--- src/rtl/lcd_pkg.sv ---
// Shared LCD bus definitions: FSM encoding, requester IDs, default timing, long-command decode.
package lcd_pkg;

    typedef enum logic [2:0] {
        ST_IDLE   = 3'd0,
        ST_SETUP  = 3'd1,
        ST_PULSE  = 3'd2,
        ST_HOLD   = 3'd3,
        ST_NIBGAP = 3'd4,
        ST_WAIT   = 3'd5,
        ST_ACK    = 3'd6
    } state_e;

    typedef enum logic {
        OWN_INIT = 1'b0,
        OWN_REF  = 1'b1
    } owner_e;

    localparam int unsigned T_SETUP_DEF  = 2;
    localparam int unsigned T_EPULSE_DEF = 12;
    localparam int unsigned T_HOLD_DEF   = 2;
    localparam int unsigned T_WAIT_DEF   = 2000;
    localparam int unsigned T_LONG_DEF   = 82000;

    // Clear display (0x01) and return home (0x02/0x03) need the long execution wait.
    function automatic logic is_long_cmd(input logic rs, input logic [7:0] data);
        return !rs && (((data[7:1] == 7'b0000000) && data[0]) || (data[7:1] == 7'b0000001));
    endfunction

endpackage

--- src/rtl/lcd_timer.sv ---
// Loadable down-counter; done_c flags the last cycle of the loaded interval.
module lcd_timer #(
    parameter int unsigned W = 17
) (
    input  logic         clk,
    input  logic         rst,
    input  logic         load,
    input  logic [W-1:0] load_val,
    output logic         done_c
);

    logic [W-1:0] count_q, count_d;

    // Load on request, otherwise count down and rest at zero.
    always_comb begin
        count_d = count_q;
        if (load) begin
            count_d = load_val;
        end else if (count_q != W'(0)) begin
            count_d = count_q - W'(1);
        end
    end

    // Counter register.
    always_ff @(posedge clk or posedge rst) begin
        if (rst) begin
            count_q <= W'(0);
        end else begin
            count_q <= count_d;
        end
    end

    assign done_c = (count_q == W'(1));

endmodule

--- src/rtl/lcd_bus_scheduler.sv ---
// Fixed-priority arbiter and HD44780 write-timing generator for the shared LCD bus.
// Build option: LCD_NIBBLE_MODE_EN selects the 4-bit bus (two strobes per write).
module lcd_bus_scheduler
    import lcd_pkg::*;
#(
    parameter int unsigned T_SETUP  = T_SETUP_DEF,
    parameter int unsigned T_EPULSE = T_EPULSE_DEF,
    parameter int unsigned T_HOLD   = T_HOLD_DEF,
    parameter int unsigned T_WAIT   = T_WAIT_DEF,
    parameter int unsigned T_LONG   = T_LONG_DEF
) (
    input  logic       clk,
    input  logic       rst,
    input  logic       init_req,
    input  logic       init_rs,
    input  logic [7:0] init_data,
    output logic       init_ack,
    input  logic       ref_req,
    input  logic       ref_rs,
    input  logic [7:0] ref_data,
    output logic       ref_ack,
    output logic       lcd_e,
    output logic       lcd_rs,
    output logic       lcd_rw,
    output logic [7:0] lcd_db,
    output logic       busy
);

    localparam int unsigned CNT_W = $clog2(T_LONG + 1);

    state_e           state_q, state_d;
    owner_e           owner_q, owner_d;
    logic             rs_q, rs_d;
    logic [7:0]       data_q, data_d;
    logic             e_q, e_d;
    logic             busy_q, busy_d;
    logic             init_ack_q, init_ack_d;
    logic             ref_ack_q, ref_ack_d;
    logic             tmr_load_c;
    logic [CNT_W-1:0] tmr_val_c;
    logic             tmr_done_c;
    logic             grant_c;
`ifdef LCD_NIBBLE_MODE_EN
    logic             phase_q, phase_d;
    logic [7:0]       db_q, db_d;
`endif

    lcd_timer #(.W(CNT_W)) u_timer (
        .clk      (clk),
        .rst      (rst),
        .load     (tmr_load_c),
        .load_val (tmr_val_c),
        .done_c   (tmr_done_c)
    );

    // State register.
    always_ff @(posedge clk or posedge rst) begin
        if (rst) begin
            state_q <= ST_IDLE;
        end else begin
            state_q <= state_d;
        end
    end

    // Next-state logic: each timed phase exits when the timer reaches one.
    always_comb begin
        state_d = state_q;
        case (state_q)
            ST_IDLE:  if (init_req || ref_req) state_d = ST_SETUP;
            ST_SETUP: if (tmr_done_c) state_d = ST_PULSE;
            ST_PULSE: if (tmr_done_c) state_d = ST_HOLD;
`ifdef LCD_NIBBLE_MODE_EN
            ST_HOLD:   if (tmr_done_c) state_d = phase_q ? ST_WAIT : ST_NIBGAP;
            ST_NIBGAP: if (tmr_done_c) state_d = ST_SETUP;
`else
            ST_HOLD:   if (tmr_done_c) state_d = ST_WAIT;
            ST_NIBGAP: state_d = ST_IDLE;
`endif
            ST_WAIT:  if (tmr_done_c) state_d = ST_ACK;
            ST_ACK:   state_d = ST_IDLE;
            default:  state_d = ST_IDLE;
        endcase
    end

    // Timer reload on every state entry with the duration of the state being entered.
    always_comb begin
        tmr_load_c = (state_d != state_q);
        case (state_d)
            ST_SETUP:  tmr_val_c = CNT_W'(T_SETUP);
            ST_PULSE:  tmr_val_c = CNT_W'(T_EPULSE);
            ST_HOLD:   tmr_val_c = CNT_W'(T_HOLD);
            ST_NIBGAP: tmr_val_c = CNT_W'(T_HOLD);
            ST_WAIT:   tmr_val_c = is_long_cmd(rs_q, data_q) ? CNT_W'(T_LONG) : CNT_W'(T_WAIT);
            ST_ACK:    tmr_val_c = CNT_W'(1);
            default:   tmr_val_c = CNT_W'(0);
        endcase
    end

    // Output/datapath logic: latch the winner on grant, decode bus strobes from the next state.
    always_comb begin
        grant_c = (state_q == ST_IDLE) && (state_d == ST_SETUP);
        owner_d = owner_q;
        rs_d    = rs_q;
        data_d  = data_q;
        if (grant_c) begin
            if (init_req) begin
                owner_d = OWN_INIT;
                rs_d    = init_rs;
                data_d  = init_data;
            end else begin
                owner_d = OWN_REF;
                rs_d    = ref_rs;
                data_d  = ref_data;
            end
        end
`ifdef LCD_NIBBLE_MODE_EN
        phase_d = phase_q;
        if (grant_c) begin
            phase_d = 1'b0;
        end else if ((state_q == ST_NIBGAP) && (state_d == ST_SETUP)) begin
            phase_d = 1'b1;
        end
        db_d = db_q;
        if ((state_d == ST_SETUP) && (state_q != ST_SETUP)) begin
            db_d = phase_d ? {data_d[3:0], 4'h0} : {data_d[7:4], 4'h0};
        end
`endif
        e_d        = (state_d == ST_PULSE);
        busy_d     = (state_d != ST_IDLE);
        init_ack_d = (state_d == ST_ACK) && (owner_d == OWN_INIT);
        ref_ack_d  = (state_d == ST_ACK) && (owner_d == OWN_REF);
    end

    // Output and latch registers.
    always_ff @(posedge clk or posedge rst) begin
        if (rst) begin
            owner_q    <= OWN_INIT;
            rs_q       <= 1'b0;
            data_q     <= 8'h00;
            e_q        <= 1'b0;
            busy_q     <= 1'b0;
            init_ack_q <= 1'b0;
            ref_ack_q  <= 1'b0;
`ifdef LCD_NIBBLE_MODE_EN
            phase_q    <= 1'b0;
            db_q       <= 8'h00;
`endif
        end else begin
            owner_q    <= owner_d;
            rs_q       <= rs_d;
            data_q     <= data_d;
            e_q        <= e_d;
            busy_q     <= busy_d;
            init_ack_q <= init_ack_d;
            ref_ack_q  <= ref_ack_d;
`ifdef LCD_NIBBLE_MODE_EN
            phase_q    <= phase_d;
            db_q       <= db_d;
`endif
        end
    end

    assign lcd_e    = e_q;
    assign lcd_rs   = rs_q;
    assign lcd_rw   = 1'b0;
`ifdef LCD_NIBBLE_MODE_EN
    assign lcd_db   = db_q;
`else
    assign lcd_db   = data_q;
`endif
    assign busy     = busy_q;
    assign init_ack = init_ack_q;
    assign ref_ack  = ref_ack_q;

endmodule

--- config.mk ---
export PLATFORM = sky130hd
export DESIGN_NAME = lcd_bus_scheduler
export DESIGN_NICKNAME = d
export VERILOG_FILES = /design/src/rtl/lcd_pkg.sv /design/src/rtl/lcd_timer.sv /design/src/rtl/lcd_bus_scheduler.sv
export SDC_FILE = /design/constraint.sdc
export NUM_CORES = 1
export LEC_CHECK = 0
export CORE_MARGIN = 5
export CORE_UTILIZATION = 52
export DETAILED_ROUTE_END_ITERATION = 10
export PLACE_DENSITY = 0.86
export SLEW_MARGIN = 20
export SYNTH_ARGS = -nofsm -noshare
export SYNTH_HDL_FRONTEND = slang
export SYNTH_SLANG_ARGS = --single-unit
--- constraint.sdc ---
create_clock -name clk -period 2.6 [get_ports clk]
set_input_delay 0.39 -clock clk [delete_from_list [all_inputs] [get_ports clk]]
set_output_delay 0.39 -clock clk [all_outputs]
set_load 0.005 [all_outputs]
======== Word level (Yosys, flattened, before mapping) ========
Cells that the tools add are included.
operators by class
  add/sub/neg operators ................... 1
  multipliers ............................. 0
  divide/modulo/power cells ............... 0
  order comparisons ....................... 0
  equal/unequal tests ..................... 13
  shifts and indexed selects .............. 0
  multiplexer cells ....................... 14
  bitwise operators ....................... 1
  reduce and logical (&&, ||, !) cells .... 14
operator list
  cell                     count
  $pmux W17 S4             1
  $mux W17                 3
  $eq A17 B1 Y1 const B    1
  $reduce_bool A17 Y1      1
  $sub A17 B1 Y17 const B  1
  $mux W3                  5
  $pmux W3 S5              1
  $eq A3 B2 Y1 const B     4
  $eq A3 B3 Y1 const B     4
  $mux W8                  1
  $eq A7 B1 Y1 const B     1
  $logic_not A7 Y1         1
  $eq A3 B1 Y1 const B     2
  $logic_and A1 B1 Y1      5
  $logic_not A3 Y1         1
  $mux W1                  3
  $ne A3 B3 Y1             1
  $reduce_bool A3 Y1       1
  $reduce_or A3 Y1         1
  $logic_or A1 B1 Y1       2
  $reduce_bool A2 Y1       1
  $logic_not A1 Y1         1
  $not A1 Y1               1
word-level totals
  register bits ........................... 34
  latch bits .............................. 0
  memory bits (writable) .................. 0
  memory bits (read-only) ................. 0
  bits of input ports ..................... 22
  output and inout bits ................... 14
  logic and storage cells ................. 52
  memories kept ........................... 0

======== Depth between registers and ports, before layout ========
  depth in word-level cells ............... 8
  depth in mapped cells ................... 8
  gate-level depth less buffers ........... 7

======== Hierarchy ========
Synthesis repeated with hierarchy kept, for this count alone.
unflattened totals
  cells, all modules ...................... 192
  area, all modules ....................... 1953.1 um^2
modules (own cells, without submodules)
  module             instances  cells an instance  area an instance (um^2)  sequential area each (um^2)
  lcd_timer          1          112                1048.5                   425.4
  lcd_bus_scheduler  1          80                 904.6                    425.4

======== Least setup slack after synthesis ========
Ideal clock, no wire load.
  path type ............................... register to register
  start ................................... register u_timer.count_q[0]
  end ..................................... register u_timer.count_q[12]
  library setup time ...................... 0.138 ns
  arrival ................................. 1.750 ns
  required time ........................... 2.462 ns
  path slack .............................. 0.712 ns
  stages on the path, launching flop included .. 8
  buffers on the path ..................... 0
  clock period less this slack ............ 1.888 ns
  cell sequence ........................... dfrtp_1 inv_1 ha_1 nor3b_1 nand2_1 a211o_1 xor2_1 nor2_1
on the way
  longest elaborated chain between the ends .. 7
  elaborated cells between the ends (all ways) .. 20
  classes of those cells .................. add/sub (1); eq/ne (8); mux (8); reduce/logical (3)
ends and longest elaborated chain
  element                               RTL line                 source
  start: declaration                    lcd_timer.sv:12          logic [W-1:0] count_q, count_d;
  start signal: assignment              lcd_timer.sv:29          count_q <= count_d;
  $eq A17 B1 Y1                         lcd_timer.sv:33          assign done_c = (count_q == W'(1));
  $mux W3 (on tied branches)            n/a
  $pmux W3 S5                           lcd_bus_scheduler.sv:68  case (state_q)
  $eq A3 B1 Y1 (tied with other cells)  lcd_bus_scheduler.sv:88  case (state_d)
  $reduce_or A3 Y1 (no source line)     n/a
  $pmux W17 S4                          lcd_bus_scheduler.sv:88
  $mux W17                              lcd_timer.sv:17          if (load) begin
Several ways; a longest one is shown, not always the timed one. The select of a mux whose other input is x is not followed.
A chain may end at the register's enable or synchronous reset.

======== Final worst setup path ========
  start ................................... register u_timer.count_q[0]
  end ..................................... register u_timer.count_q[15]
The elaborated chain is that of the path after synthesis.

==> metrics.cfg <==
[worst_setup_path]
r2r-start=u_timer.count_q[0]
cpMaxStageDelayCell=dfrtp_1
regToRegSetupSlack_ps=520
crit_chain=inv_1 -> ha_1 -> nor4b_1 -> buf_4 -> and4_1 -> nor4_1 -> xnor2_1 -> nor2_1
r2r_end=u_timer.count_q[15]
crit_family=simple AND/OR/NAND/NOR gates
worst-r2r-cell-count=8
crit_path_end=u_timer.count_q[15]
slowest_delay_ps=450
startpoint=u_timer.count_q[0]
endpoint_kind=register
critPathMaxFanout=8
path_class=register to register
worst_setup_path_start_kind=register
crit_arrival_ps=2230
required_ps=2750
cp.depth=8
worst-path-buf-inv=2

[clocking]
cts_tree=built
cts_root_buffer=clkbuf_8
clockBufferDepth=2
clock-sinks=34
cts_resized=0
path_clk_slew_ps=60
clock_latency_ps=280
postCtsHoldBufs=0
h-tree-depth=2
cts_buffers=5
postCtsSetupBuffers=0

[run]
maxCapViolations=0

[sta]
max_slew.worst_pin.slew_ps=602
whs_ps=500
setup_viol=0
max_freq_ghz=0.480
setup_ws_ps=516
tns_ps=0
hold_viol=0
finalMaxSlewViolations=0
relSlewSlack_pct=59.8
period_needed_ps=2080
finalClockSkew_ps=5.94
post-route-period-util_pct=80.1
rsz0062_at_grt=no

[power]
power_frac_seq_pct=55.0
finalPower_mw=0.962
intPower_mw=0.770
p_clk_share_pct=38.9
vdd_drop_max_mv=0.236
leakage_nw=0.994
power_density_mw_per_mm2=402
switching_share_pct=20.0
combPwrFrac_pct=6.1
power_switching_mw=0.192

[floorplanning]
coreArea_sq_mm=0.00363
start_util_pct=53.0
ios=36
chipWidth_um=70.9
die-area_sq_mm=0.00502
num_rows=22
die_y_um=70.9

[global_routing]
grt_use_total_pct=17.2
grt_overflow=0
antenna_found_initial=0
grt_pass1_vias=1542
grt_pass1_wl_um=6820
grt_max_degree=35

[synth]
synthesis.area_sq_mm=0.00193
yosysWarnings=0
yosysTopAreaCellShare_pct=44.2
ys_ff_latch=34
synth_area_per_cell_sq_um=9.40
synth_largest_area_cell=dfrtp_1
synthCells=205
synth.distinct_cells=44
syn_nets=230
ys_seq_area_share_pct=44.2
synth_area_leaders=dfrtp_1 (44%), nand2_1 (5.3%), xnor2_1 (5.0%)

[status]
status=finished, final reports clean

[hold_path]
hold_class=input port to asynchronous set/reset pin

[finish]
layout-drive-gt1-share_pct=8.79
fillerInstances=306
finalInstanceArea_sq_mm=0.00239
area_delta_synth_final_pct=24.0
fin_nets=265
n_antenna_cell=0

[placement]
io_buffers=34
gp_congestion=0.848
dpl_worst_slack_ps=423
dpl.hpwl_um=2960
placed_area_sq_mm=0.00231

[drt]
drcViolationCount=0
drt-wirelength-per-cell_um=13.6
wl_um=3910
vias=1578
viasPerCell=5.50
dr.pass1.iters=4
drtAntennaViolNets=0
drt_iter0_drc=139

[area by class of cell]
type / count / area (sq um) / share of cell area, %
Tap cell: 48 / 60.1 / 2.51
Multi-Input combinational cell: 156 / 1000 / 42.0
Sequential cell: 34 / 851 / 35.6
Timing Repair Buffer: 39 / 378 / 15.8
Inverter: 4 / 15.0 / 0.628
Clock buffer: 6 / 82.6 / 3.46
[per-layer routing]
metal | share of wire (%) | vias up | GRT usage [%]
met5 | 0 | - | 0
met4 | 1.0 | 0 | 6.89
met3 | 6.2 | 4 | 5.26
met2 | 50 | 42 | 29.4
met1 | 43 | 740 | 20.1
li1 | - | 792 | -
[how the worst min path moves through the flow]
stage,from,to,slack (ps)
3_3_place_gp,lcd_rs,lcd_rs,490
3_5_place_dp,lcd_db[7],lcd_db[7],500
4_1_cts,rst,u_timer.count_q[7],510
6_report,rst,u_timer.count_q[7],500
5_1_grt,lcd_db[3],lcd_db[3],550
2_1_floorplan,owner_q,owner_q,480
[stage by stage]
stage	instances	util [%]
finish	287	65.8
global route	287	65.8
CTS	287	65.8
detailed placement	281	63.5
global placement	281	63.5
floorplan	205	-
[power by group through the flow]
stage / Clock [mW] / Combinational [mW] / Sequential, mW
final: 0.374 / 0.0585 / 0.529
after global routing: 0.415 / 0.0649 / 0.528
after CTS: 0.390 / 0.0599 / 0.529
after detailed placement: 0 / 0.0599 / 0.539
after global placement: 0 / 0.0588 / 0.539
after floorplan: 0 / 0.0222 / 0.539
[tightest hold or removal path, cell delays in order]
cell	delay, ps
clkdlybuf4s50_1	390
inv_1	50
buf_4	370
[placed cells by master (no fill, tap or decap), drive strengths merged, types with 2 or more instances in the layout]
cell type      netlist  layout
xnor2               11      11
nand2b               3       3
nand3                7       7
and4                 3       3
a21oi               14      14
or2                  2       2
nor4                 8       8
nor4b                2       2
mux2i                9       9
clkdlybuf4s50        0      34
inv                  4       4
nor3b                2       2
xor2                 3       3
clkbuf               5       6
nor3                 7       7
o21ai               20      20
nand4                6       6
dfrtp               34      34
or3                  2       2
ha                   3       3
nor2                12      12
nand2               27      27
nor2b                3       3
buf                  6       5
[sequential cells by signal, indices dropped and copies added, names as in the netlist]
register / flops
ref_ack: 1
owner_q: 1
busy: 1
lcd_e: 1
init_ack: 1
lcd_rs: 1
lcd_db: 8
state_q: 3
u_timer.count_q: 17
[Yosys cell counts]
cell,instances
a22o_1,1
a22oi_1,1
conb_1,1
o211ai_1,1
a32oi_1,1
nor4b_4,1
or2_2,2
o21ai_0,19
nor4_4,2
nor3_1,7
clkbuf_2,1
buf_2,3
and3_1,1
o21ai_1,1
xnor2_1,11
nand2_1,27
clkbuf_1,4
o21ba_2,1
nor2b_1,3
a21o_1,1
o31ai_1,1
a211o_1,1
o31a_1,1
and4_1,3
nor4_2,2
mux2i_1,9
nor4b_1,1
nand2b_1,3
or3_1,2
nand4_1,5
nand4_2,1
a21oi_1,14
nor3b_1,2
buf_4,1
buf_6,1
nor4_1,4
ha_1,3
xor2_1,3
buf_1,1
nand3_1,7
inv_1,4
nor2_1,12
and2_4,1
dfrtp_1,34
[cell families after synthesis]
group           Yosys count  share of synthesized area, %
fa+ha+maj                 3                          1.95
flops                    34                          44.2
compound gates           43                          12.7
buf+inv                  15                          3.77
other cells               1                         0.195
simple gates             86                          26.2
xor+xnor                 14                          6.36
mux                       9                          4.68
Power figures use the tool's default switching activity.
